[src/rtl/adc_spi_multi.sv]
// Multi-channel SPI reader for LTC2315-class ADCs sharing sck/CS.
// Each ADC has its own sdo line, and every channel is captured in the same frame.
module adc_spi_multi #(
  parameter int NCH     = 2,
  parameter int DW      = 12,
  parameter int LEAD    = 1,
  parameter int FRAME   = 16,
  parameter int SCK_DIV = 2,
  parameter int T_CONV  = 4
) (
  input  logic              clk_100,
  input  logic              reset_n,
  input  logic              start,
  input  logic              trig,
  output logic              sck,
  output logic              CS,
  input  logic [NCH-1:0]    sdo,
  output logic [NCH*DW-1:0] adc_data,
  output logic              valid,
  output logic              busy,
  output logic              overrun
);

  localparam logic [1:0] S_IDLE  = 2'd0;
  localparam logic [1:0] S_CONV  = 2'd1;
  localparam logic [1:0] S_SHIFT = 2'd2;
  localparam logic [1:0] S_DONE  = 2'd3;

  localparam int CONV_W = $clog2(T_CONV + 1);
  localparam int DIV_W  = $clog2(SCK_DIV);
  localparam int BIT_W  = $clog2(FRAME + 1);

  localparam logic [CONV_W-1:0] CONV_LAST = CONV_W'(T_CONV - 1);
  localparam logic [DIV_W-1:0]  DIV_LAST  = DIV_W'(SCK_DIV - 1);
  localparam logic [DIV_W-1:0]  DIV_HALF  = DIV_W'(SCK_DIV / 2);
  localparam logic [BIT_W-1:0]  BIT_LAST  = BIT_W'(FRAME - 1);
  localparam logic [BIT_W-1:0]  WIN_START = BIT_W'(LEAD);
  localparam logic [BIT_W-1:0]  WIN_LEN   = BIT_W'(DW);

  logic [1:0]              state_q, state_d;
  logic [CONV_W-1:0]       conv_q, conv_d;
  logic [DIV_W-1:0]        div_q, div_d;
  logic [BIT_W-1:0]        bit_q, bit_d;
  logic [NCH-1:0][DW-1:0]  shreg_q, shreg_d;
  logic [NCH*DW-1:0]       adc_q, adc_d;
  logic                    valid_q, valid_d;
  logic                    busy_q, busy_d;
  logic                    overrun_q, overrun_d;
  logic                    cs_q, cs_d;
  logic                    sck_q, sck_d;
  logic [BIT_W-1:0]        win_off;
  logic                    in_win;

  always_comb begin
    state_d   = state_q;
    conv_d    = conv_q;
    div_d     = div_q;
    bit_d     = bit_q;
    shreg_d   = shreg_q;
    adc_d     = adc_q;
    valid_d   = 1'b0;
    overrun_d = overrun_q;
    // Wrapping subtraction: samples before the window land far above WIN_LEN.
    win_off   = bit_q - WIN_START;
    in_win    = (win_off < WIN_LEN);

    if (trig && (state_q != S_IDLE)) begin
      overrun_d = 1'b1;
    end

    case (state_q)
      S_IDLE: begin
        if (start || trig) begin
          state_d = S_CONV;
          conv_d  = '0;
        end
      end
      S_CONV: begin
        if (conv_q == CONV_LAST) begin
          state_d = S_SHIFT;
          conv_d  = '0;
          div_d   = '0;
          bit_d   = '0;
        end else begin
          conv_d = conv_q + CONV_W'(1);
        end
      end
      S_SHIFT: begin
        if (div_q == DIV_LAST) begin
          // End of the high phase: sample every channel as sck drops.
          div_d = '0;
          if (in_win) begin
            for (int unsigned i = 0; i < NCH; i++) begin
              shreg_d[i] = {shreg_q[i][DW-2:0], sdo[i]};
            end
          end
          if (bit_q == BIT_LAST) begin
            state_d = S_DONE;
            bit_d   = '0;
            adc_d   = shreg_d;
            valid_d = 1'b1;
          end else begin
            bit_d = bit_q + BIT_W'(1);
          end
        end else begin
          div_d = div_q + DIV_W'(1);
        end
      end
      S_DONE: begin
        state_d = start ? S_CONV : S_IDLE;
        conv_d  = '0;
      end
      default: begin
        state_d = S_IDLE;
      end
    endcase

    busy_d = (state_d != S_IDLE);
    cs_d   = (state_d != S_SHIFT);
    sck_d  = (state_d == S_SHIFT) && (div_d >= DIV_HALF);
  end

  always_ff @(posedge clk_100 or negedge reset_n) begin
    if (!reset_n) begin
      state_q   <= S_IDLE;
      conv_q    <= '0;
      div_q     <= '0;
      bit_q     <= '0;
      shreg_q   <= '0;
      adc_q     <= '0;
      valid_q   <= 1'b0;
      busy_q    <= 1'b0;
      overrun_q <= 1'b0;
      cs_q      <= 1'b1;
      sck_q     <= 1'b0;
    end else begin
      state_q   <= state_d;
      conv_q    <= conv_d;
      div_q     <= div_d;
      bit_q     <= bit_d;
      shreg_q   <= shreg_d;
      adc_q     <= adc_d;
      valid_q   <= valid_d;
      busy_q    <= busy_d;
      overrun_q <= overrun_d;
      cs_q      <= cs_d;
      sck_q     <= sck_d;
    end
  end

  assign sck      = sck_q;
  assign CS       = cs_q;
  assign adc_data = adc_q;
  assign valid    = valid_q;
  assign busy     = busy_q;
  assign overrun  = overrun_q;

endmodule

[config.mk]
export PLATFORM = sky130hd
export DESIGN_NAME = adc_spi_multi
export DESIGN_NICKNAME = d
export VERILOG_FILES = /design/src/rtl/adc_spi_multi.sv
export SDC_FILE = /design/constraint.sdc
export NUM_CORES = 1
export LEC_CHECK = 0
export BUFFER_PORTS_ARGS = -buffer_cell sky130_fd_sc_hd__buf_2
export CORE_MARGIN = 1
export CORE_UTILIZATION = 35
export DETAILED_ROUTE_END_ITERATION = 10
export HOLD_SLACK_MARGIN = 0.1
export PLACE_DENSITY = 0.55
export SYNTH_ARGS = -nofsm -noshare
export SYNTH_HDL_FRONTEND = slang
export SYNTH_SLANG_ARGS = --single-unit
[constraint.sdc]
create_clock -name clk_100 -period 3.3 [get_ports clk_100]
set_clock_uncertainty 0.05 [all_clocks]
set_input_delay 0.33 -clock clk_100 [delete_from_list [all_inputs] [get_ports clk_100]]
set_output_delay 0.33 -clock clk_100 [all_outputs]
set_load 0.02 [all_outputs]
# Word-level counts from Yosys, hierarchy flattened
# Index checks and enable logic that the tools add are counted.
[totals] ff_bits=64 output_inout_bits=29 inputBits=6
[classes] addsub=4 eq_ne=10 reduce_logical=12 n_lt_le_gt_ge=2 mux=20
[op_table] cell="two-way mux 24 bit" count=1
[op_table] cell="two-way mux 5 bit" count=3
[op_table] cell="one-hot mux 5 bit (2 select lines)" count=1
[op_table] cell="one-hot mux 3 bit (3 select lines)" count=1
[op_table] cell="two-way mux 2 bit" count=4
[op_table] cell="inequality test 2 bit, second input constant" count=4
[op_table] cell="one-hot mux 2 bit (4 select lines)" count=1
[op_table] cell="== test 2 bit, second input constant" count=3
[op_table] cell="two-way mux 1 bit" count=6
[op_table] cell="two-way mux 3 bit" count=2
[op_table] cell="AND reduction 3 bit" count=2
[op_table] cell="nonzero test 2 bit" count=3
[op_table] cell="adder 5 x 1 -> 5 bit, second input constant" count=1
[op_table] cell="== test 5 x 4 -> 1 bit, second input constant" count=1
[op_table] cell="< comparator 5 x 4 -> 1 bit, second input constant" count=1
[op_table] cell="subtractor 5 x 1 -> 5 bit, second input constant" count=1
[op_table] cell="AND reduction 2 bit" count=2
[op_table] cell="adder 3 x 1 -> 3 bit, second input constant" count=1
[op_table] cell="== test 3 x 2 -> 1 bit, second input constant" count=1
[op_table] cell="nonzero test 3 bit" count=1
[op_table] cell="== test 2 x 1 -> 1 bit, second input constant" count=1
[op_table] cell="logical AND 1 bit" count=2
[op_table] cell="zero test 2 bit" count=1
[op_table] cell="one-hot mux 1 bit (2 select lines)" count=1
[op_table] cell="3 further kinds" count=3

# Longest topological paths before layout
# Gate-level depths: netlist of run 1.
[logic_depth] word_depth=6 ltp_mapped=10 depth_no_buf=7

# Least setup slack after synthesis of run 1
# Ideal clock, no wire load.
[synth_timing] path_kind="register to register" start="register state_q[0]" end="register adc_q[3], in the netlist adc_data[3]" arrival_ns=1.841 required_ns=3.181 stages_incl_launch_ff=11 period_less_slack_ns=1.960 path_slack_ns=1.340 setup_ns=0.069 path_cell_list="dfrtp_1 > inv_1 > ha_1 > clkbuf_1 > nand2_1 > or2_0 > inv_1 > buf_2 > buf_2 > o211ai_1 > nand3_1"
[synth_between] elab_chain_len=2
[synth_lines] item="from (decl)" line_no="40" text="logic [1:0] state_q, state_d;"
[synth_lines] item="from (signal assigned)" line_no="137" text="state_q <= state_d;"
[synth_lines] item="== test 2 bit" line_no="71" text="case (state_q)"
[synth_lines] item="AND reduction 3 bit (no source line)"
[synth_lines] item="to (signal assigned)" line_no="130" text="adc_q <= '0;"
[synth_lines] item="to (signal assigned)" line_no="142" text="adc_q <= adc_d;"
[synth_lines] item="to (decl)" line_no="45" text="logic [NCH*DW-1:0] adc_q, adc_d;"
# Every way passes these cells.
# A chain may end at the register's enable or synchronous reset.

# Worst setup path after layout of run 1
[layout_timing] start="register bit_q[0]" end="register shreg_q[15] (netlist bit)"
[layout_between] elab_chain_len=3
[layout_lines] item="from (decl)" line_no="43" text="logic [BIT_W-1:0] bit_q, bit_d;"
[layout_lines] item="from (signal assigned)" line_no="140" text="bit_q <= bit_d;"
[layout_lines] item="subtractor 5 x 1 -> 5 bit" line_no="64" text="win_off = bit_q - WIN_START;"
[layout_lines] item="< comparator 5 x 4 -> 1 bit" line_no="65" text="in_win = (win_off < WIN_LEN);"
[layout_lines] item="two-way mux 24 bit" line_no="92" text="if (in_win) begin"
[layout_lines] item="to (signal assigned)" line_no="141" text="shreg_q <= shreg_d;"
[layout_lines] item="to (decl)" line_no="44" text="logic [NCH-1:0][DW-1:0] shreg_q, shreg_d;"
# Every way passes these cells.

==> results.sh, run 1 <==
export IMPL_outcome="finished, final reports clean"
export IMPL_synthAdderAreaFrac_pct=2.844
export IMPL_max_freq_ghz=0.4145
export IMPL_synthesis_area_um2=3079
export IMPL_grt_usage_pct=16.55
export IMPL_tightest_slew_ps=885.8
export IMPL_utilization_pct=42.78
export IMPL_dp_final_hpwl_um=4036
export IMPL_first_pass_iters=4
export IMPL_clk_latency_ps=350
export IMPL_synthMuxAreaShare_pct=11.58
export IMPL_dr_wl_met3_um=256
export IMPL_hold_viol_final=0
export IMPL_vias=2227
export IMPL_placed_area_um2=3369
export IMPL_cts_root_buffer="clkbuf_8"
export IMPL_synth_compound_area_share_pct=13.04
export IMPL_synth_seq_area_share_pct=52.05
export IMPL_cts_hold_fix_buffers=1
export IMPL_std_cell_rows=33
export IMPL_synthSimpleGateAreaFrac_pct=16.29
export IMPL_die_w_um=95.80
export IMPL_gp_congestion=0.7298
export IMPL_syn_avg_cell_area_um2=11.12
export IMPL_hold_ws_ps=178.1
export IMPL_die_h_um=95.80
export IMPL_grt_overflow=0
export IMPL_ir_worst_vdd_mv=0.2440
export IMPL_portBuffers=34
export IMPL_finalNonFillerCells=422
export IMPL_drc=0
export IMPL_p_leak_nw=1.666
export IMPL_hold_class="in2reg"
export IMPL_worstPathRequired_ps=3480
export IMPL_die_area_um2=9177
export IMPL_r2r_setup_slack_ps=890
export IMPL_synth_area_top_cells="dfrtp_1, mux2_4, o211ai_1, nand4_1, nand3_1"
export IMPL_post_drt_wl_per_cell_um=15.90
export IMPL_cts_clk_slew_worst_paths_ps=70
export IMPL_slew_headroom_pct=40.94
export IMPL_fin_crit_ps=2413
export IMPL_cp_start_kind="register"
export IMPL_synth_edf_count=0
export IMPL_ys_flop_type="dfrtp_1"
export IMPL_maxSlewViolCount=0
export IMPL_grt_pass1_vias=2215
export IMPL_grt_pass1_wl_um=11290
export IMPL_highest_layer="met4"
export IMPL_yosysUniqueCellTypes=40
export IMPL_netlist_instances=277
export IMPL_cts_sinks=64
export IMPL_nets=325
export IMPL_fin_tns_setup_ps=0
export IMPL_async_flop_share_pct=100.0
export IMPL_antenna_cells=0
export IMPL_area_growth_pct=16.46
export IMPL_viasPerCell=5.277
export IMPL_cts_max_path_buffers=2
export IMPL_drt_wl_total_um=6709
export IMPL_crit_path_max_fanout=25
export IMPL_cp_slowest_stage_delay_ps=440
export IMPL_ios=35
export IMPL_yosysWarnings=0
export IMPL_netlist_area_leader_share_pct=51.20
export IMPL_synth_top_cell_by_area="dfrtp_1"
export IMPL_maxCapViolCount=0
export IMPL_rsz0062_at_grt="false"
export IMPL_fin_crit_sh_pct=73.11
export IMPL_synth_xor_area_share_pct=0
export IMPL_crit_type="reg2reg"
export IMPL_cts_htree_levels=3
export IMPL_final_area_um2=3586
export IMPL_arrival_ps=2590
export IMPL_end_kind="register"
export IMPL_ys_ff_latch=64
export IMPL_met2WireLength_um=2951
export IMPL_synth_top_family_by_area="simple AND/OR/NAND/NOR gates"
export IMPL_post_cts_resized=0
export IMPL_drt_iter0_markers=118
export IMPL_core_area_um2=8382
export IMPL_ant_nets=0
export IMPL_powerDensity_nw_per_um2=532.8
export IMPL_drt_met1_wl_um=3410
export IMPL_synth_nets=290
export IMPL_setup_viol=0
export IMPL_grt_max_degree=51
export IMPL_cts_buffers=9
export IMPL_start_util_pct=36.74
export IMPL_cts_setup_buffers=0
export IMPL_critPathSlowestCell="dfrtp_1"
export IMPL_antenna_found_initial=0
export IMPL_crit_path_cell_trace="or2_2 -> a41o_1 -> buf_4 -> o21ai_4 -> buf_12 -> mux2_2"
export IMPL_dp_cells=405
export IMPL_drive_above_1_share_pct=28.39
export IMPL_tritoncts="built"
==> worst max-delay path, delay by kind of cell, from the launching register on <==
| family | cells | cell delay [ps] |
|---|---|---|
| flops | 1 | 440 |
| buf+inv | 2 | 460 |
| mux | 1 | 350 |
| simple gates | 1 | 350 |
| compound gates | 2 | 660 |
==> routing by layer <==
layer,global-route usage (%),up-vias
met4,6.343,0
met2,24.17,38
met1,23.08,1091
met3,4.818,8
li1,-,1090
met5,0,-
==> synthesized netlist by cell type, types with 2 or more instances <==
library cell   n
inv_1         10
clkbuf_1      13
a21oi_1        3
a21o_1         2
and2_1         2
nor2b_1        4
o31ai_1        2
mux2_2         5
nand3_1       26
buf_6          2
nand4_1       21
buf_2          4
ha_1           7
nor3b_1        2
or2_2          2
o211ai_1      20
nand2_1       27
a31oi_1        6
dfrtp_1       63
nor2_1         8
mux2_4        20
o21ai_0       10
==> final timing paths <==
kind	start	endpoint	cells after the start
min reg2reg	adc_data[3]$_DFFE_PN0P_	adc_data[3]$_DFFE_PN0P_	2
max reg2reg	bit_q[0]$_DFFE_PN0P_	shreg_q[15]$_DFFE_PN0P_	6
min in group asynchronous	reset_n	conv_q[1]$_DFFE_PN0P_	2
min	trig	overrun$_DFFE_PN0P_	2
max	bit_q[0]$_DFFE_PN0P_	shreg_q[15]$_DFFE_PN0P_	6
max in group asynchronous	reset_n	adc_data[12]$_DFFE_PN0P_	3
==> cell usage in the layout, fill, tap and decap left out, types with 2 or more instances in the layout <==
cell type	count
dfrtp_1	63
buf_2	34
nand2_1	27
nand3_1	26
nand4_1	21
o211ai_1	20
mux2_4	20
clkbuf_8	11
inv_1	10
o21ai_0	10
nor2_1	8
ha_1	7
buf_4	7
a31oi_1	6
mux2_2	5
nor2b_1	4
a21oi_1	3
nor3b_1	2
a21o_1	2
or2_2	2
and2_1	2
o31ai_1	2
clkinvlp_4	2
clkinv_2	2
==> stage by stage <==
stage | total power (W) | setup slack (ps)
4_1_cts | 0.001935 | 891.6
6_report | 0.001911 | 887.5
2_1_floorplan | 0.001124 | 1340
3_5_place_dp | 0.001217 | 913.1
5_1_grt | 0.002015 | 775.7
3_3_place_gp | 0.001217 | 949.8
==> cell families (layout without fill, tap and decap cells) <==
| family | after synthesis | in the layout |
|---|---|---|
| buffers and inverters | 29 | 69 |
| muxes | 25 | 25 |
| and+or+nand+nor | 98 | 98 |
| adders and majority gates | 7 | 7 |
| DFF | 64 | 64 |
| AOI/OAI and AO/OA | 54 | 54 |
==> sequential cells by signal, indices dropped and copies added, names as in the netlist, 2 cells and up <==
signal    count
shreg_q      24
state_q       2
bit_q         5
adc_data     24
conv_q        3
==> layout make-up <==
type	instances	area [um^2]
multi-input combinational	184	1355
tap	105	131.4
clock buffer	11	151.4
inverter	10	37.54
timing repair buffer	43	252.7
fill	808	4796
clock inverter	5	55.05
sequential	64	1603
==> power breakdown <==
part	leakage, nW	switching (W)	internal, W
combinational	0.799	0.000184	0.000129
clock	0.101	0.000318	0.000387
sequential	0.766	0.0000456	0.000847
total	1.67	0.000548	0.00136
Power figures use the tool's default switching activity.
==> inputs of run 2 (changes only) <==
--- a/config.mk
+++ b/config.mk
@@ -10,7 +10,7 @@
 export CORE_UTILIZATION = 35
 export DETAILED_ROUTE_END_ITERATION = 10
 export HOLD_SLACK_MARGIN = 0.1
-export PLACE_DENSITY = 0.55
+export PLACE_DENSITY = 0.57
 export SYNTH_ARGS = -nofsm -noshare
 export SYNTH_HDL_FRONTEND = slang
 export SYNTH_SLANG_ARGS = --single-unit
==> constraint.sdc (replaced) <==
create_clock -name clk_100 -period 2.05 [get_ports clk_100]
set_clock_uncertainty 0.05 [all_clocks]
set_input_delay 0.205 -clock clk_100 [delete_from_list [all_inputs] [get_ports clk_100]]
set_output_delay 0.205 -clock clk_100 [all_outputs]
set_load 0.02 [all_outputs]
==> run 2 against run 1 <==
First-iteration DRC count down 26%. Clock power up 45%. Critical endpoint unchanged. Register-to-register slack worse by 800 ps. Flip-flop and latch count unchanged. Critical path depth down 1. Cell area up 3.3%. Global-route usage down 0.67 points.
==> results.sh, run 2 (synthesized netlist as in run 1, its figures left out) <==
export IMPL_cts_clk_slew_worst_paths_ps=80
export IMPL_antenna_cells=0
export IMPL_final_area_um2=3706
export IMPL_placed_area_um2=3465
export IMPL_r2r_start="bit_q[0]$_DFFE_PN0P_"
export IMPL_drt_wl_total_um=6534
export IMPL_cts_max_path_buffers=2
export IMPL_post_drt_wl_per_cell_um=15.16
export IMPL_grtUsageMet3_pct=3.870
export IMPL_ant_nets=0
export IMPL_core_area_um2=8382
export IMPL_use_met2_pct=24.70
export IMPL_viasPerCell=5.341
export IMPL_antenna_found_initial=0
export IMPL_area_growth_pct=20.36
export IMPL_ff2ff_path_depth=5
export IMPL_std_cell_rows=33
export IMPL_die_w_um=95.80
export IMPL_hold_class="in2async"
export IMPL_grt_overflow=0
export IMPL_grt_pass1_vias=2183
export IMPL_slew_headroom_pct=66.16
export IMPL_powerDensity_nw_per_um2=809.3
export IMPL_worstPathRequired_ps=2220
export IMPL_outcome="finished, final reports clean"
export IMPL_tritoncts="built"
export IMPL_fin_crit_sh_pct=95.60
export IMPL_finalNonFillerCells=431
export IMPL_cts_root_buffer="clkbuf_8"
export IMPL_cts_setup_buffers=0
export IMPL_clk_latency_ps=340
export IMPL_dp_cells=411
export IMPL_cp_start_kind="register"
export IMPL_setup_viol=0
export IMPL_portBuffers=34
export IMPL_crit_type="reg2reg"
export IMPL_max_freq_ghz=0.5102
export IMPL_ir_worst_vdd_mv=0.3375
export IMPL_p_leak_nw=1.722
export IMPL_dp_final_hpwl_um=4184
export IMPL_final_cell_mix="dfrtp_1, buf_2, nand2_1"
export IMPL_layout_commonest_cell="dfrtp_1"
export IMPL_n_fill_cell=786
export IMPL_end_kind="register"
export IMPL_fin_tns_setup_ps=0
export IMPL_cts_sinks=64
export IMPL_grt_use_met1_pct=21.35
export IMPL_cts_buffers=9
export IMPL_grt_usage_pct=15.88
export IMPL_r2r_setup_slack_ps=90
export IMPL_gr_max_usage_layer="met2"
export IMPL_maxCapViolCount=0
export IMPL_nets=334
export IMPL_hold_ws_ps=315.0
export IMPL_crit_path_max_fanout=12
export IMPL_vias=2302
export IMPL_hold_viol_final=0
export IMPL_maxSlewViolCount=0
export IMPL_tightest_slew_ps=507.6
export IMPL_die_h_um=95.80
export IMPL_cts_htree_levels=3
export IMPL_rr_endpoint="shreg_q[15]$_DFFE_PN0P_"
export IMPL_ios=35
export IMPL_die_area_um2=9177
export IMPL_gp_congestion=0.7952
export IMPL_first_pass_iters=4
export IMPL_grt_pass1_wl_um=10980
export IMPL_drive_above_1_share_pct=30.06
export IMPL_arrival_ps=2130
export IMPL_start_util_pct=36.74
export IMPL_rsz0062_at_grt="false"
export IMPL_drt_iter0_markers=87
export IMPL_drc=0
export IMPL_fin_crit_ps=1960
export IMPL_grt_max_degree=50
[run 2: cell count changes in the layout (fill, tap and decap cells not counted), sizes merged]
cell,before,now
clkinv,2,1
buf,42,48
clkbuf,11,14
bufinv,1,0
clkinvlp,2,1
dlygate4sd3,1,4
[run 2: report_power, final]
part	switching (W)	internal, W
clock	0.000485	0.000538
combinational	0.000304	0.000235
sequential	0.0000746	0.00136
[run 2: area by class of cell]
type                       instances  area, um^2  share of cell area [%]
sequential                        64        1603                   43.25
multi-input combinational        184        1368                   36.90
timing repair buffer              52       381.6                   10.30
clock buffer                      14       172.7                   4.659
tap                              105       131.4                   3.545
inverter                          10       37.54                   1.013
clock inverter                     2       12.51                  0.3376
[run 2: per-stage QoR]
step	setup slack [ps]	total power [W]	utilization, %
6_report	90.12	0.002999	44.22
5_1_grt	0.02442	0.003160	44.22
3_5_place_dp	8.085	0.001990	41.33
2_1_floorplan	90.00	0.001809	-
4_1_cts	35.44	0.003032	44.08
3_3_place_gp	43.04	0.001985	41.33
[run 2: routing by layer]
layer | vias up | part of all wire (%)
met5 | - | 0
met1 | 1131 | 47
met4 | 0 | 1.7
met2 | 56 | 46
met3 | 11 | 4.6
li1 | 1104 | -
[run 2: repair_timing]
action                                  4_1_cts  5_1_grt
hold endpoints to repair                     21        0
hold buffers                                  4        0
resized for setup                             1        4
endpoints found under the setup margin        1       28
[run 2: worst max path at each step]
| stage | start | to | slack, ps | cells after the start |
|---|---|---|---|---|
| floorplan | state_q[0]$_DFF_PN0_ | adc_data[3]$_DFFE_PN0P_ | 90 | 10 |
| global placement | state_q[0]$_DFF_PN0_ | busy$_DFF_PN0_ | 40 | 7 |
| finish | bit_q[0]$_DFFE_PN0P_ | shreg_q[15]$_DFFE_PN0P_ | 90 | 5 |
| global route | bit_q[0]$_DFFE_PN0P_ | shreg_q[15]$_DFFE_PN0P_ | 0.02 | 7 |
| CTS | bit_q[0]$_DFFE_PN0P_ | shreg_q[15]$_DFFE_PN0P_ | 40 | 7 |
| detailed placement | state_q[0]$_DFF_PN0_ | busy$_DFF_PN0_ | 8 | 7 |
[run 2: critical path, stage by stage, from the launching register on]
cell	delay, ps
dfrtp_1	430
or2_2	340
a41o_1	280
o21ai_4	230
buf_12	180
mux2_2	340
==> inputs of run 3 (changes only) <==
--- a/config.mk
+++ b/config.mk
@@ -6,11 +6,14 @@
 export NUM_CORES = 1
 export LEC_CHECK = 0
 export BUFFER_PORTS_ARGS = -buffer_cell sky130_fd_sc_hd__buf_2
+export CELL_PAD_IN_SITES_DETAIL_PLACEMENT = 1
+export CELL_PAD_IN_SITES_GLOBAL_PLACEMENT = 1
 export CORE_MARGIN = 1
 export CORE_UTILIZATION = 35
 export DETAILED_ROUTE_END_ITERATION = 10
 export HOLD_SLACK_MARGIN = 0.1
-export PLACE_DENSITY = 0.57
+export PLACE_DENSITY = 0.68
 export SYNTH_ARGS = -nofsm -noshare
 export SYNTH_HDL_FRONTEND = slang
 export SYNTH_SLANG_ARGS = --single-unit
+export TNS_END_PERCENT = 5
==> constraint.sdc (replaced) <==
create_clock -name clk_100 -period 2.05 [get_ports clk_100]
set_clock_uncertainty 0.05 [all_clocks]
set_input_delay 0.1025 -clock clk_100 [delete_from_list [all_inputs] [get_ports clk_100]]
set_output_delay 0.1025 -clock clk_100 [all_outputs]
set_load 0.02 [all_outputs]
==> run 3 against run 2 <==
Die area is the same. Global-route usage grew 1.2 points. Count of clock-buffer cells in the layout shrank 4. Combinational power is essentially flat. Hold slack lost 94 ps. Flip-flop and latch count is the same. Core utilization is essentially flat. Clock power is essentially flat. Sequential power is essentially flat.
==> results.sh, run 3 (synthesized netlist as in run 1, its figures left out) <==
export IMPL_grt_usage_pct=17.09
export IMPL_worst_slack_ps=60.89
export IMPL_swShare_pct=30.66
export IMPL_dp_final_hpwl_um=4526
export IMPL_final_cell_mix="dfrtp_1, buf_2, nand2_1"
export IMPL_p_total_w=0.002967
export IMPL_area_growth_pct=20.32
export IMPL_p_leak_nw=1.720
export IMPL_die_w_um=95.80
export IMPL_powerDensity_nw_per_um2=800.8
export IMPL_ios=35
export IMPL_end_kind="register"
export IMPL_drc=0
export IMPL_ir_worst_vdd_mv=0.3092
export IMPL_drt_wl_total_um=6942
export IMPL_gp_congestion=0.7482
export IMPL_grt_max_degree=50
export IMPL_final_area_um2=3705
export IMPL_tritoncts="built"
export IMPL_viasPerCell=5.354
export IMPL_grt_pass1_vias=2291
export IMPL_drive_above_1_share_pct=31.19
export IMPL_die_area_um2=9177
export IMPL_met2WireLength_um=3219
export IMPL_hold_viol_final=0
export IMPL_crit_path_max_fanout=7
export IMPL_maxCapViolCount=0
export IMPL_fin_tns_setup_ps=0
export IMPL_antenna_cells=0
export IMPL_portBuffers=34
export IMPL_die_h_um=95.80
export IMPL_rsz0062_at_grt="false"
export IMPL_ant_nets=0
export IMPL_post_drt_wl_per_cell_um=16.07
export IMPL_grt_overflow=0
export IMPL_placed_area_um2=3460
export IMPL_cts_root_buffer="clkbuf_8"
export IMPL_crit_type="reg2reg"
export IMPL_maxSlewViolCount=0
export IMPL_setup_viol=0
export IMPL_arrival_ps=2160
export IMPL_n_fill_cell=948
export IMPL_worstPathRequired_ps=2220
export IMPL_highest_layer="met4"
export IMPL_post_place_ws_ps=17.10
export IMPL_fin_crit_sh_pct=97.03
export IMPL_switchingPower_w=0.0009096
export IMPL_cts_sinks=64
export IMPL_pwr_share_comb_pct=18.1
export IMPL_cts_htree_levels=3
export IMPL_p_clk_share_pct=33.5
export IMPL_cts_max_path_buffers=2
export IMPL_utilization_pct=44.20
export IMPL_std_cell_rows=33
export IMPL_cp_start_kind="register"
export IMPL_first_pass_iters=5
export IMPL_clk_latency_ps=350
export IMPL_dr_wl_met3_um=177
export IMPL_seq_power_share_pct=48.4
export IMPL_layout_commonest_cell="dfrtp_1"
export IMPL_cts_buffers=9
export IMPL_core_area_um2=8382
export IMPL_p_int_w=0.002057
export IMPL_nets=335
export IMPL_slew_headroom_pct=59.92
export IMPL_max_freq_ghz=0.5027
export IMPL_cts_clk_slew_worst_paths_ps=70
export IMPL_drt_met1_wl_um=3422
export IMPL_fin_crit_ps=1989
export IMPL_antenna_found_initial=0
export IMPL_grt_pass1_wl_um=11720
export IMPL_tightest_slew_ps=601.2
export IMPL_vias=2313
export IMPL_outcome="finished, final reports clean"
export IMPL_start_util_pct=36.74
export IMPL_hold_class="in2reg"
export IMPL_drt_iter0_markers=93
## run 3: layout make-up
class | count | area (um^2) | area share (%)
clock buffers | 10 | 137.6 | 3.715
repair buffers | 53 | 376.6 | 10.17
multi-input cells | 184 | 1373 | 37.05
well taps | 105 | 131.4 | 3.546
inverters | 10 | 37.54 | 1.013
flip-flops and latches | 64 | 1604 | 43.30
clock inverters | 6 | 45.04 | 1.216
## run 3: path summary, 6_finish.rpt
check | endpoint | slack, ps | startpoint | cells after the start
worst max-delay path | shreg_q[19]$_DFFE_PN0P_ | 60 | bit_q[0]$_DFFE_PN0P_ | 5
worst min-delay path | CS$_DFF_PN1_ | 220 | start | 4
worst min register to register | adc_data[19]$_DFFE_PN0P_ | 420 | adc_data[19]$_DFFE_PN0P_ | 2
min in group asynchronous | adc_data[12]$_DFFE_PN0P_ | 250 | reset_n | 2
worst max register to register | shreg_q[19]$_DFFE_PN0P_ | 60 | bit_q[0]$_DFFE_PN0P_ | 5
max in group asynchronous | shreg_q[18]$_DFFE_PN0P_ | 1060 | reset_n | 3
## run 3: through the flow
step           cells  hold slack (ps)
6_report         432            221.4
5_1_grt          432            218.1
2_1_floorplan    277           -243.1
4_1_cts          432            220.6
3_5_place_dp     412            107.6
3_3_place_gp     412            105.9
## run 3: timing repair
action	4_1_cts	5_1_grt
resized for setup	0	8
buffers inserted	0	0
endpoints found under the hold margin	28	0
setup endpoints to repair	0	30
hold buffers	4	0
## run 3: power groups by stage
stage	clock network [W]	logic (W)	registers [W]
after global routing	0.00109	0.000602	0.00145
after floorplan	0	0.000320	0.00149
after detailed placement	0	0.000532	0.00146
after global placement	0	0.000519	0.00146
final	0.000994	0.000536	0.00144
after CTS	0.00103	0.000542	0.00144
## run 3: critical path, stage by stage, from the launching register on
cell	delay, ps
dfrtp_2	450
or3b_1	450
a211oi_4	330
o21ai_4	100
buf_4	190
mux2_4	300
## run 3: layer usage
metal,GRT usage [%],vias to the layer above
li1,-,1109
met1,23.69,1163
met2,25.77,30
met3,3.555,11
met4,7.463,0
met5,0,-
